File: src/rtl/adder_pkg.sv
// ============================================================================
// Module : adder_pkg
// Brief  : Shared width, operand type and registered-result type for the adder.
// Rev    : 1.0  initial release
// ============================================================================
`default_nettype none

package adder_pkg;

   localparam int ADDER_WIDTH = 8;

   typedef logic [ADDER_WIDTH-1:0] operand_t;

   typedef struct packed {
      operand_t sum;
      logic     c_out;
      logic     overflow;
   } result_t;

endpackage : adder_pkg

`default_nettype wire

File: src/rtl/full_adder.sv
// ============================================================================
// Module : full_adder
// Brief  : Single-bit full-adder cell, one link of the ripple-carry chain.
// Rev    : 1.0  initial release
// ============================================================================
`default_nettype none

module full_adder (
   input  logic a,
   input  logic b,
   input  logic cin,
   output logic s,
   output logic cout
);

   assign s    = a ^ b ^ cin;
   assign cout = (a & b) | (a & cin) | (b & cin);

endmodule : full_adder

`default_nettype wire

File: src/rtl/binary_adder_8bit.sv
// ============================================================================
// Module : binary_adder_8bit
// Brief  : Ripple-carry adder with live combinational outputs and a
//          one-cycle registered copy qualified by out_valid.
// Rev    : 1.0  initial release
// ============================================================================
`default_nettype none

module binary_adder_8bit
   import adder_pkg::*;
#(
   parameter int WIDTH = ADDER_WIDTH
) (
   input  logic             clk,
   input  logic             rst,
   input  logic [WIDTH-1:0] A,
   input  logic [WIDTH-1:0] B,
   input  logic             C_in,
   input  logic             in_valid,
   output logic [WIDTH-1:0] sum,
   output logic             C_out,
   output logic             overflow,
   output logic [WIDTH-1:0] sum_q,
   output logic             C_out_q,
   output logic             overflow_q,
   output logic             out_valid
);

   // Same layout as adder_pkg::result_t, but sized by this instance's WIDTH.
   typedef struct packed {
      logic [WIDTH-1:0] sum;
      logic             c_out;
      logic             overflow;
   } result_w_t;

   logic [WIDTH:0] carry;
   result_w_t      res_d;
   result_w_t      res_q;
   logic           valid_q;

   assign carry[0] = C_in;

   for (genvar i = 0; i < WIDTH; i++) begin : g_bit
      full_adder u_fa (
         .a    (A[i]),
         .b    (B[i]),
         .cin  (carry[i]),
         .s    (sum[i]),
         .cout (carry[i+1])
      );
   end

   assign C_out    = carry[WIDTH];
   assign overflow = carry[WIDTH-1] ^ carry[WIDTH];

   assign res_d.sum      = sum;
   assign res_d.c_out    = C_out;
   assign res_d.overflow = overflow;

   always_ff @(posedge clk) begin
      if (rst) begin
         res_q   <= '0;
         valid_q <= 1'b0;
      end else begin
         valid_q <= in_valid;
         if (in_valid) begin
            res_q <= res_d;
         end
      end
   end

   assign sum_q      = res_q.sum;
   assign C_out_q    = res_q.c_out;
   assign overflow_q = res_q.overflow;
   assign out_valid  = valid_q;

endmodule : binary_adder_8bit

`default_nettype wire

File: config.mk
export PLATFORM = sky130hd
export DESIGN_NAME = binary_adder_8bit
export DESIGN_NICKNAME = d
export VERILOG_FILES = /design/src/rtl/adder_pkg.sv /design/src/rtl/full_adder.sv /design/src/rtl/binary_adder_8bit.sv
export SDC_FILE = /design/constraint.sdc
export NUM_CORES = 1
export LEC_CHECK = 0
export BUFFER_PORTS_ARGS = -buffer_cell sky130_fd_sc_hd__buf_2
export CORE_MARGIN = 2
export CORE_UTILIZATION = 41
export CTS_CLUSTER_DIAMETER = 80
export DETAILED_ROUTE_END_ITERATION = 8
export PLACE_DENSITY_LB_ADDON = 0.1
export SLEW_MARGIN = 20
export SYNTH_ARGS = -nofsm -noshare
export SYNTH_HDL_FRONTEND = slang
export SYNTH_SLANG_ARGS = --single-unit
File: constraint.sdc
create_clock -name clk -period 4.15 [get_ports clk]
set_input_delay 0 -clock clk [delete_from_list [all_inputs] [get_ports clk]]
set_output_delay 0 -clock clk [all_outputs]
set_load 0.005 [all_outputs]
After elaboration in Yosys (flattened, before gate mapping)
Cells that the tools add are included.
{"block": "op_classes", "bitwise_logic": 57}
{"op": "1-bit AND", "n": 24}
{"op": "1-bit bitwise XOR", "n": 17}
{"op": "1-bit OR", "n": 16}
{"block": "totals", "regBits": 11, "inputBits": 20, "out_inout_bits": 21, "wordCells": 61}

Longest topological paths before layout
Gate-level depths: netlist of the first run.
{"block": "logic_depth", "depth_word": 25, "ltp_mapped": 13, "depth_no_buf": 13}

By module
A second synthesis of the first run with hierarchy kept.
{"block": "hier_totals", "hier_cells": 44, "area_unflattened_um2": 550.5}
{"module": "binary_adder_8bit", "area_each_um2": 390.4, "n_inst": 1, "cells_each": 36, "seq_area_each_um2": 220.2}
{"module": "full_adder", "area_each_um2": 20.0, "n_inst": 8, "cells_each": 1, "seq_area_each_um2": 0.0}

Worst setup path before layout of the first run
Ideal clock, no wire load.
{"block": "synth_timing", "path_kind": "input -> register", "startpoint": "input A[0]", "endpoint": "register res_q (netlist bit sum_q[7])", "setup_time_ns": 0.086, "arrival_ns": 3.243, "stages": 12, "n_path_buf": 0, "slack_ns": 0.821, "t_required_ns": 4.064, "path_cell_list": "inv_1 -> fa_1 -> inv_1 -> fa_1 -> fa_1 -> fa_1 -> fa_1 -> fa_1 -> fa_1 -> inv_1 -> fa_1 -> a211oi_1"}
{"block": "synth_via", "elab_chain_len": 22, "word_cells_on_any_way": 29, "cone_classes": "29 x bitwise"}
{"element": "start, declared", "line_no": "binary_adder_8bit.sv:16", "rtl": "input logic [WIDTH-1:0] A,"}
{"element": "1-bit AND", "line_no": "full_adder.sv:17", "rtl": "assign cout = (a & b) | (a & cin) | (b & cin);"}
{"element": "1-bit OR (*) (2 in a row)", "line_no": "full_adder.sv:17"}
{"element": "1-bit AND", "line_no": "full_adder.sv:17"}
{"element": "1-bit OR", "line_no": "full_adder.sv:17"}
{"element": "1-bit OR (*)", "line_no": "full_adder.sv:17"}
{"element": "1-bit AND", "line_no": "full_adder.sv:17"}
{"element": "1-bit OR", "line_no": "full_adder.sv:17"}
{"element": "1-bit OR (*)", "line_no": "full_adder.sv:17"}
{"element": "[5 not listed]"}
{"element": "1-bit OR (*)", "line_no": "full_adder.sv:17"}
{"element": "1-bit AND", "line_no": "full_adder.sv:17"}
{"element": "1-bit OR", "line_no": "full_adder.sv:17"}
{"element": "1-bit OR (*)", "line_no": "full_adder.sv:17"}
{"element": "1-bit AND", "line_no": "full_adder.sv:17"}
{"element": "1-bit OR", "line_no": "full_adder.sv:17"}
{"element": "1-bit OR (*)", "line_no": "full_adder.sv:17"}
{"element": "1-bit bitwise XOR (*)", "line_no": "full_adder.sv:16", "rtl": "assign s = a ^ b ^ cin;"}
{"element": "end signal, assigned", "line_no": "binary_adder_8bit.sv:67", "rtl": "res_q <= res_d;"}
{"element": "end, declared", "line_no": "binary_adder_8bit.sv:38", "rtl": "result_w_t res_q;"}
Mark *: on every way between the ends. The rest lies on a longest branch, timed or not.
A chain may end at the register's enable or synchronous reset.

Worst setup path in the final report of the first run
{"block": "layout_timing", "startpoint": "input A[0]", "endpoint": "output sum[7]"}
{"block": "layout_via", "elab_chain_len": 22, "word_cells_on_any_way": 29, "cone_classes": "29 x bitwise"}
{"element": "1-bit AND", "line_no": "full_adder.sv:17"}
{"element": "1-bit OR (*) (2 in a row)", "line_no": "full_adder.sv:17"}
{"element": "1-bit AND", "line_no": "full_adder.sv:17"}
{"element": "1-bit OR", "line_no": "full_adder.sv:17"}
{"element": "1-bit OR (*)", "line_no": "full_adder.sv:17"}
{"element": "1-bit AND", "line_no": "full_adder.sv:17"}
{"element": "1-bit OR", "line_no": "full_adder.sv:17"}
{"element": "1-bit OR (*)", "line_no": "full_adder.sv:17"}
{"element": "[5 not listed]"}
{"element": "1-bit OR (*)", "line_no": "full_adder.sv:17"}
{"element": "1-bit AND", "line_no": "full_adder.sv:17"}
{"element": "1-bit OR", "line_no": "full_adder.sv:17"}
{"element": "1-bit OR (*)", "line_no": "full_adder.sv:17"}
{"element": "1-bit AND", "line_no": "full_adder.sv:17"}
{"element": "1-bit OR", "line_no": "full_adder.sv:17"}
{"element": "1-bit OR (*)", "line_no": "full_adder.sv:17"}
{"element": "1-bit bitwise XOR (*)", "line_no": "full_adder.sv:16"}
{"element": "end, declared", "line_no": "binary_adder_8bit.sv:20", "rtl": "output logic [WIDTH-1:0] sum,"}
Marks and branches as above.

==> key figures, run 1 <==
Run status
  • Run status: complete, no violations

Timing
  • Final Skew: 0 ns
  • Final hold vios: 0
  • Slew headroom: 0.7864
  • Setup TNS: 0 ns
  • Final setup viols: 0
  • Fmax: approximately 300 MHz
  • Final worst-path cycle share: 0.8226
  • RSZ-0062 raised after global routing: false
  • Slew @ Worst Pin: 0.3204 ns
  • Final slew viol count: 0
  • Crit path time final: between 3 and 4 ns
  • Final worst setup slack: 0.7361 ns

Route
  • Vias: between 400 and 500
  • WL/cell: around 9.9 µm
  • DRC Markers: 0
  • Via density: 4.486
  • DR iter-0 viols: 0
  • Drt first pass iters: 1
  • Post-route ant nets: 0
  • Final wirelength: about 1.1 mm

Global route
  • GRT Total Usage: 0.1181
  • Largest net degree at the start of global routing: 15
  • Grt ovf: 0
  • Initial antenna violation count: 0
  • Global-route wire length before repair: around 1.7 mm
  • Vias in the first global route: 392

Critical path
  • CP Launch Type: primary input
  • CP required: roughly 4.2 ns
  • CP arrival: approximately 3.4 ns
  • Setup crit end kind: output pin
  • Setup CP Type: in2out
  • Critical Path Fanout Max: 2

Hold path
  • Worst min path class: in2reg

Power and ir drop
  • PwrDens: about 340 mW/mm²
  • Leakage: about 0.46 nW
  • Max VDD drop: around 0.24 mV

Clock tree
  • Post-CTS Resized: 0
  • Hold_buf cts: 0
  • Clk root buf: clkbuf_4
  • CTS Buf Count: 3
  • Clk sink count: 11
  • H-tree depth: 1
  • Post-CTS Setup Bufs: 0
  • CTS tree: yes
  • Clock transition at the registers of the reported paths: roughly 0.070 ns
  • Clock buffer depth: 2
  • Clk_lat worst skew: between 0.2 and 0.3 ns

Floorplan
  • Ports: 41
  • Die ar.: 0.001922 mm²
  • Core area: between 0.001 and 0.0015 mm²
  • Die Y-Extent: between 40 and 50 µm
  • Die Wd: roughly 44 µm
  • Initial Util: 0.4370
  • Std-Cell Rows: 14

Synth
  • Synth warnings: 0
  • Distinct cell type count after synthesis: 14
  • Asr flop ratio synth: 0
  • Register area share after synthesis: 0.3385
  • Syn Inst Count: just over 60
  • Mapped Nets: 89
  • EDFF count, synth: 0
  • Top FF cell, synth: dfxtp_1
  • Yosys reg bits: 11
  • Mapped Area: 650.6 µm²
  • Syn avg cell area: around 11 µm²

Cells and area
  • Most common cell after layout, fill and taps aside: buf_2
  • Ant. Diodes: 0
  • Most frequent cells in the layout: 40 x buf_2, 11 x dfxtp_1, 10 x inv_1
  • FF/Latch Area: 220.2 µm²
  • Area delta synth->final: 26.15%
  • Fillers: around 150
  • Share of layout cells above drive strength 1: 0.4737
  • Multi-input gate area: 316.6 µm²
  • Final nets: approximately 120

Placement
  • Post-detail-place hpwl: 914.6 µm
  • Pre-CTS setup slack: approximately 0.55 ns
  • IO buf count: 40
  • Placer Congestion: approximately 0.63

Run
  • Max-cap violations: 0
## synthesized netlist by cell type, types with 2 or more instances
| cell | n | area, µm² |
|---|---|---|
| buf_4 | 8 | 60.06 |
| inv_1 | 10 | 37.54 |
| fa_1 | 8 | 160.2 |
| dfxtp_1 | 11 | 220.2 |
| a211oi_2 | 2 | 25.02 |
| nor2_1 | 9 | 33.78 |
| mux2i_1 | 6 | 60.06 |
## cell families (layout without fill, tap and decap cells)
family | Yosys count | in the layout | share of synthesized area
buf+inv | 20 | 54 | 0.1750
fa+ha+maj | 8 | 8 | 0.2461
mux | 6 | 6 | 0.09231
flops | 11 | 11 | 0.3385
simple gates | 11 | 11 | 0.07308
compound gates | 4 | 4 | 0.06154
xor+xnor | 1 | 1 | 0.01346
## per-stage QoR
stage,area [µm²],cells,power [mW],util,hold WS [ns]
finish,820.8,111,0.2818,0.5513,0.05615
global route,820.8,111,0.3022,0.5513,0.06181
CTS,820.8,111,0.2869,0.5513,0.05888
detailed placement,794.5,107,0.2132,0.5336,0.3403
global placement,794.5,107,0.2112,0.5336,0.3270
floorplan,650.6,61,0.1904,-,0.08315
## power by group
part	switching, mW	internal, mW	total, mW
clock	0.0361	0.0372	0.0733
combinational	0.0412	0.0466	0.0878
sequential	0.00458	0.116	0.121
total	0.0818	0.200	0.282
## final cells by class
cell class	instances	area share
well taps	16	0.02439
inverters	10	0.04573
repair buffers	40	0.2439
clock buffers	4	0.03201
multi-input cells	30	0.3857
flip-flops and latches	11	0.2683
## registers in the layout, summed over array words and instances, names as in the netlist
signal,flops
C_out_q,1
out_valid,1
overflow_q,1
sum_q,8
## critical path: stages
cell	delay [ns]
buf_2	0.09
inv_1	0.06
fa_1	0.17
inv_1	0.05
fa_1	0.37
fa_1	0.39
fa_1	0.38
fa_1	0.41
fa_1	0.39
fa_1	0.43
inv_1	0.09
fa_1	0.42
inv_1	0.06
buf_2	0.10
## path summary, 6_finish.rpt
path	start	end	slack, ns	cells after the start
worst min-delay path	rst	sum_q[3]	0.06	2
worst max register to register	overflow_q	overflow_q	3.46	2
worst max-delay path	A[0]	sum[7]	0.74	14
worst min register to register	sum_q[7]	sum_q[7]	0.48	2
## per-layer routing
layer | global-route usage | routed length [µm] | vias up
met5 | 0 | 0 | -
met4 | 0.01818 | 0 | 0
met3 | 0.06667 | 109 | 0
met2 | 0.1765 | 566 | 23
met1 | 0.1526 | 421 | 226
li1 | - | - | 249
No activity file was read; power rests on OpenSTA's default activity.
==> run 2: changes to the inputs <==
--- a/config.mk
+++ b/config.mk
@@ -5,6 +5,7 @@
 export SDC_FILE = /design/constraint.sdc
 export NUM_CORES = 1
 export LEC_CHECK = 0
+export ABC_AREA = 1
 export BUFFER_PORTS_ARGS = -buffer_cell sky130_fd_sc_hd__buf_2
 export CORE_MARGIN = 2
 export CORE_UTILIZATION = 41
==> constraint.sdc (replaced) <==
create_clock -name clk -period 3.2 [get_ports clk]
set_input_delay 0 -clock clk [delete_from_list [all_inputs] [get_ports clk]]
set_output_delay 0 -clock clk [all_outputs]
set_load 0.005 [all_outputs]
==> run 2 against run 1 <==
Net effect:
- final cell count is 14% higher
- non-clock buffer count is 1 higher
- core utilization is 1.9 points higher
- first-iteration DRC count is 3 higher
- largest cell class unchanged
- sequential power is 27% higher
- final area is 7.0% higher
- highest routed layer unchanged
- combinational power is 41% higher
- clock power is 28% higher
- synthesized area is 4.8% higher
- flip-flop and latch count stayed put
==> key figures, run 2 <==
Critical path
  • CP Cell Sequence: buf_2 -> inv_1 -> fa_1 -> inv_1 -> fa_2 -> fa_2 -> fa_2 -> fa_2 -> fa_2 -> fa_2 -> inv_2 -> fa_2 -> inv_2 -> buf_2
  • Setup crit end kind: output pin
  • CP arrival: 3.09 ns (-0.32 ns)
  • CP required: 3.20 ns (-0.95 ns)
  • Worst Setup SP: C_in
  • Critical Path Fanout Max: 2 (unchanged)
  • Max stage delay on crit path: 0.43 ns (about the same)
  • Most used cell, CP: fa_2
  • CP Launch Type: primary input
  • Reg-to-reg critical path startpoint: overflow_q
  • Setup CP Type: in2out
  • Slowest-stage cell, CP: fa_2

Route
  • Final wirelength: 1.223 mm (+11%)
  • Drt first pass iters: 4 (+3)
  • WL/cell: 9.630 µm (-2.6%)
  • Via density: 4.402 (-1.9%)
  • Vias: 559 (+12%)
  • DRC Markers: 0 (unchanged)
  • DR iter-0 viols: 3 (+3)
  • Post-route ant nets: 0 (unchanged)

Synth
  • Most frequent cell after synthesis: nand2_1
  • Syn Inst Count: 76 (+25%)
  • Synth warnings: 0 (unchanged)
  • EDFF count, synth: 0 (unchanged)
  • Mapped Area: 681.9 µm² (+4.8%)
  • Synth area leader: dfxtp_1
  • Ranking of synthesized cells by instance count: 21 x nand2_1, 11 x dfxtp_1, 11 x inv_1, 9 x a21oi_2
  • Asr flop ratio synth: 0 (unchanged)
  • Syn avg cell area: 8.972 µm² (-16%)
  • Register area share after synthesis: 0.3229 (-0.01553)
  • Yosys reg bits: 11 (unchanged)
  • Top FF cell, synth: dfxtp_1
  • Top cell type's share of synthesized area: 0.3229 (-0.01553)
  • Distinct cell type count after synthesis: 12 (-2)
  • Top cells by area, synth: dfxtp_1 32%, fa_1 23%, a21oi_2 12%, nand2_1 12%, buf_4 8.8%
  • Mapped Nets: 104 (+17%)

Global route
  • GRT Total Usage: 0.1375 (+0.01937)
  • Initial antenna violation count: 0 (unchanged)
  • Grt ovf: 0 (unchanged)
  • Vias in the first global route: 517 (+32%)
  • Global-route wire length before repair: 2.042 mm (+23%)
  • Largest net degree at the start of global routing: 13 (-2)

Hold path
  • Hold Path Origin: rst
  • Worst min path class: in2reg

Power and ir drop
  • Logic pwr share: 0.333 (+0.022)
  • Net switching power figure: 0.1151 mW (+41%)
  • Leakage: 0.4552 nW (-0.70%)
  • Int Pwr: 0.2574 mW (+29%)
  • Total power: 0.3725 mW (+32%)
  • Sequential power share: 0.415 (-0.013)
  • Max VDD drop: 0.1993 mV (-17%)
  • Clk pwr share: 0.253 (-0.007)
  • PwrDens: 424.1 mW/mm² (+24%)
  • Sw frac: 0.3090 (+0.01855)

Floorplan
  • Ports: 41 (unchanged)
  • Die ar.: 0.002005 mm² (+4.4%)
  • Core area: 0.001541 mm² (+3.5%)
  • Die Y-Extent: 44.78 µm (+2.2%)
  • Die Wd: 44.78 µm (+2.2%)
  • Std-Cell Rows: 14 (unchanged)
  • Initial Util: 0.4424 (+0.005395)

Clock tree
  • Clock buffer depth: 2 (unchanged)
  • Clock transition at the registers of the reported paths: 0.08 ns (about the same)
  • Clk_lat worst skew: 0.26 ns (about the same)
  • Post-CTS Setup Bufs: 0 (unchanged)
  • H-tree depth: 1 (unchanged)
  • Clk sink count: 11 (unchanged)
  • CTS Buf Count: 3 (unchanged)
  • Clk root buf: clkbuf_4
  • CTS tree: yes

Cells and area
  • Most common cell after layout, fill and taps aside: buf_2
  • Area delta synth->final: 28.81%
  • Most frequent cells in the layout: 40 x buf_2, 21 x nand2_1, 11 x dfxtp_1
  • Design area: 878.3 µm² (+7.0%)
  • Max FFs per register: 8 (unchanged)
  • Final nets: 140 (+13%)
  • Ant. Diodes: 0 (unchanged)
  • Fillers: 151 (unchanged)
  • Share of layout cells above drive strength 1: 0.6126 (+0.1389)
  • Final Non-Filler Cells: 127 (+14%)

Run
  • Max-cap violations: 0 (unchanged)

Timing
  • Slew headroom: 0.8012 (+0.01487)
  • Slew @ Worst Pin: 0.2981 ns (-0.02231 ns)
  • Final setup viols: 0 (unchanged)
  • Fmax: ~320 MHz
  • Final worst setup slack: 0.1087 ns (-0.6273 ns)
  • Setup TNS: 0 ns (unchanged)
  • Final worst-path cycle share: 0.9660
  • Crit path time final: between 3 and 4 ns
  • Final hold vios: 0 (unchanged)
  • RSZ-0062 raised after global routing: true
  • Final slew viol count: 0 (unchanged)
  • Final Skew: 0 ns (unchanged)

Placement
  • Placer Congestion: 0.6515 (+2.8%)
  • Placed cell count: 123 (+15%)
  • Post-detail-place hpwl: 1.021 mm (+12%)
  • IO buf count: 40 (unchanged)
  • Post-Place Cell Area: 840.8 µm² (+5.8%)
  • Pre-CTS setup slack: -0.2500 ns (-0.8003 ns)

Run status
  • Run status: complete, no violations
run 2: changes by cell type after synthesis, moves of 2 or more:
cell      delta
a211oi_2     -2
a21oi_2      +9
mux2i_1      -6
nand2_1     +21
nor2_1       -6
run 2: area by class of cell:
type,instances,area (µm²),share of cell area
clock buffers,3,22.52,0.02564
clock inverters,1,5.005,0.005698
inverters,12,45.04,0.05128
multi-input cells,43,357.8,0.4074
flip-flops and latches,11,220.2,0.2507
well taps,16,20.02,0.02279
repair buffers,41,207.7,0.2365
run 2: cells by family (layout without fill, tap and decap cells):
family | after synthesis | after routing | share of synthesized area
AO/OA/AOI/OAI | 9 | 9 | 0.1156
adder cells (fa/ha/maj) | 8 | 8 | 0.2349
AND/OR/NAND/NOR | 26 | 26 | 0.1486
flip-flops | 11 | 11 | 0.3229
buffers and inverters | 22 | 57 | 0.1780
run 2: stage by stage:
stage | hold slack (ns) | util
6_report | 0.08366 | 0.5698
5_1_grt | 0.08401 | 0.5698
4_1_cts | 0.07822 | 0.5666
3_5_place_dp | 0.3608 | 0.5455
3_3_place_gp | 0.3546 | 0.5455
2_1_floorplan | 0.1481 | -
run 2: timing repair:
action | in CTS | in global routing
endpoints found under the setup margin | 2 | 2
pin swaps | 0 | 0
hold buffers | 0 | 0
gates resized for setup | 3 | 6
run 2: final timing paths:
check,slack (ns),cells past startpoint,endpoint
worst max-delay path,0.11,14,sum[7]
worst min-delay path,0.08,2,sum_q[2]
worst max register to register,2.57,4,overflow_q
worst min register to register,0.47,2,sum_q[4]
run 2: power groups by stage:
stage | clock network, mW | logic (mW) | registers, mW
floorplan | 0 | 0.0901 | 0.159
global route | 0.101 | 0.141 | 0.156
global placement | 0 | 0.120 | 0.158
finish | 0.0941 | 0.124 | 0.154
CTS | 0.0968 | 0.125 | 0.155
detailed placement | 0 | 0.123 | 0.158
run 2: layer usage:
layer,global-route usage,vias to the layer above,share of wire
li1,-,286,-
met1,0.1628,254,0.41
met2,0.2464,19,0.53
met3,0.02400,0,0.062
met4,0.05294,0,0
met5,0,-,0
run 2: worst max-delay path, delay by kind of cell:
kind | cells | cell delay (ns)
fa+ha+maj | 8 | 2.64
buf+inv | 6 | 0.45
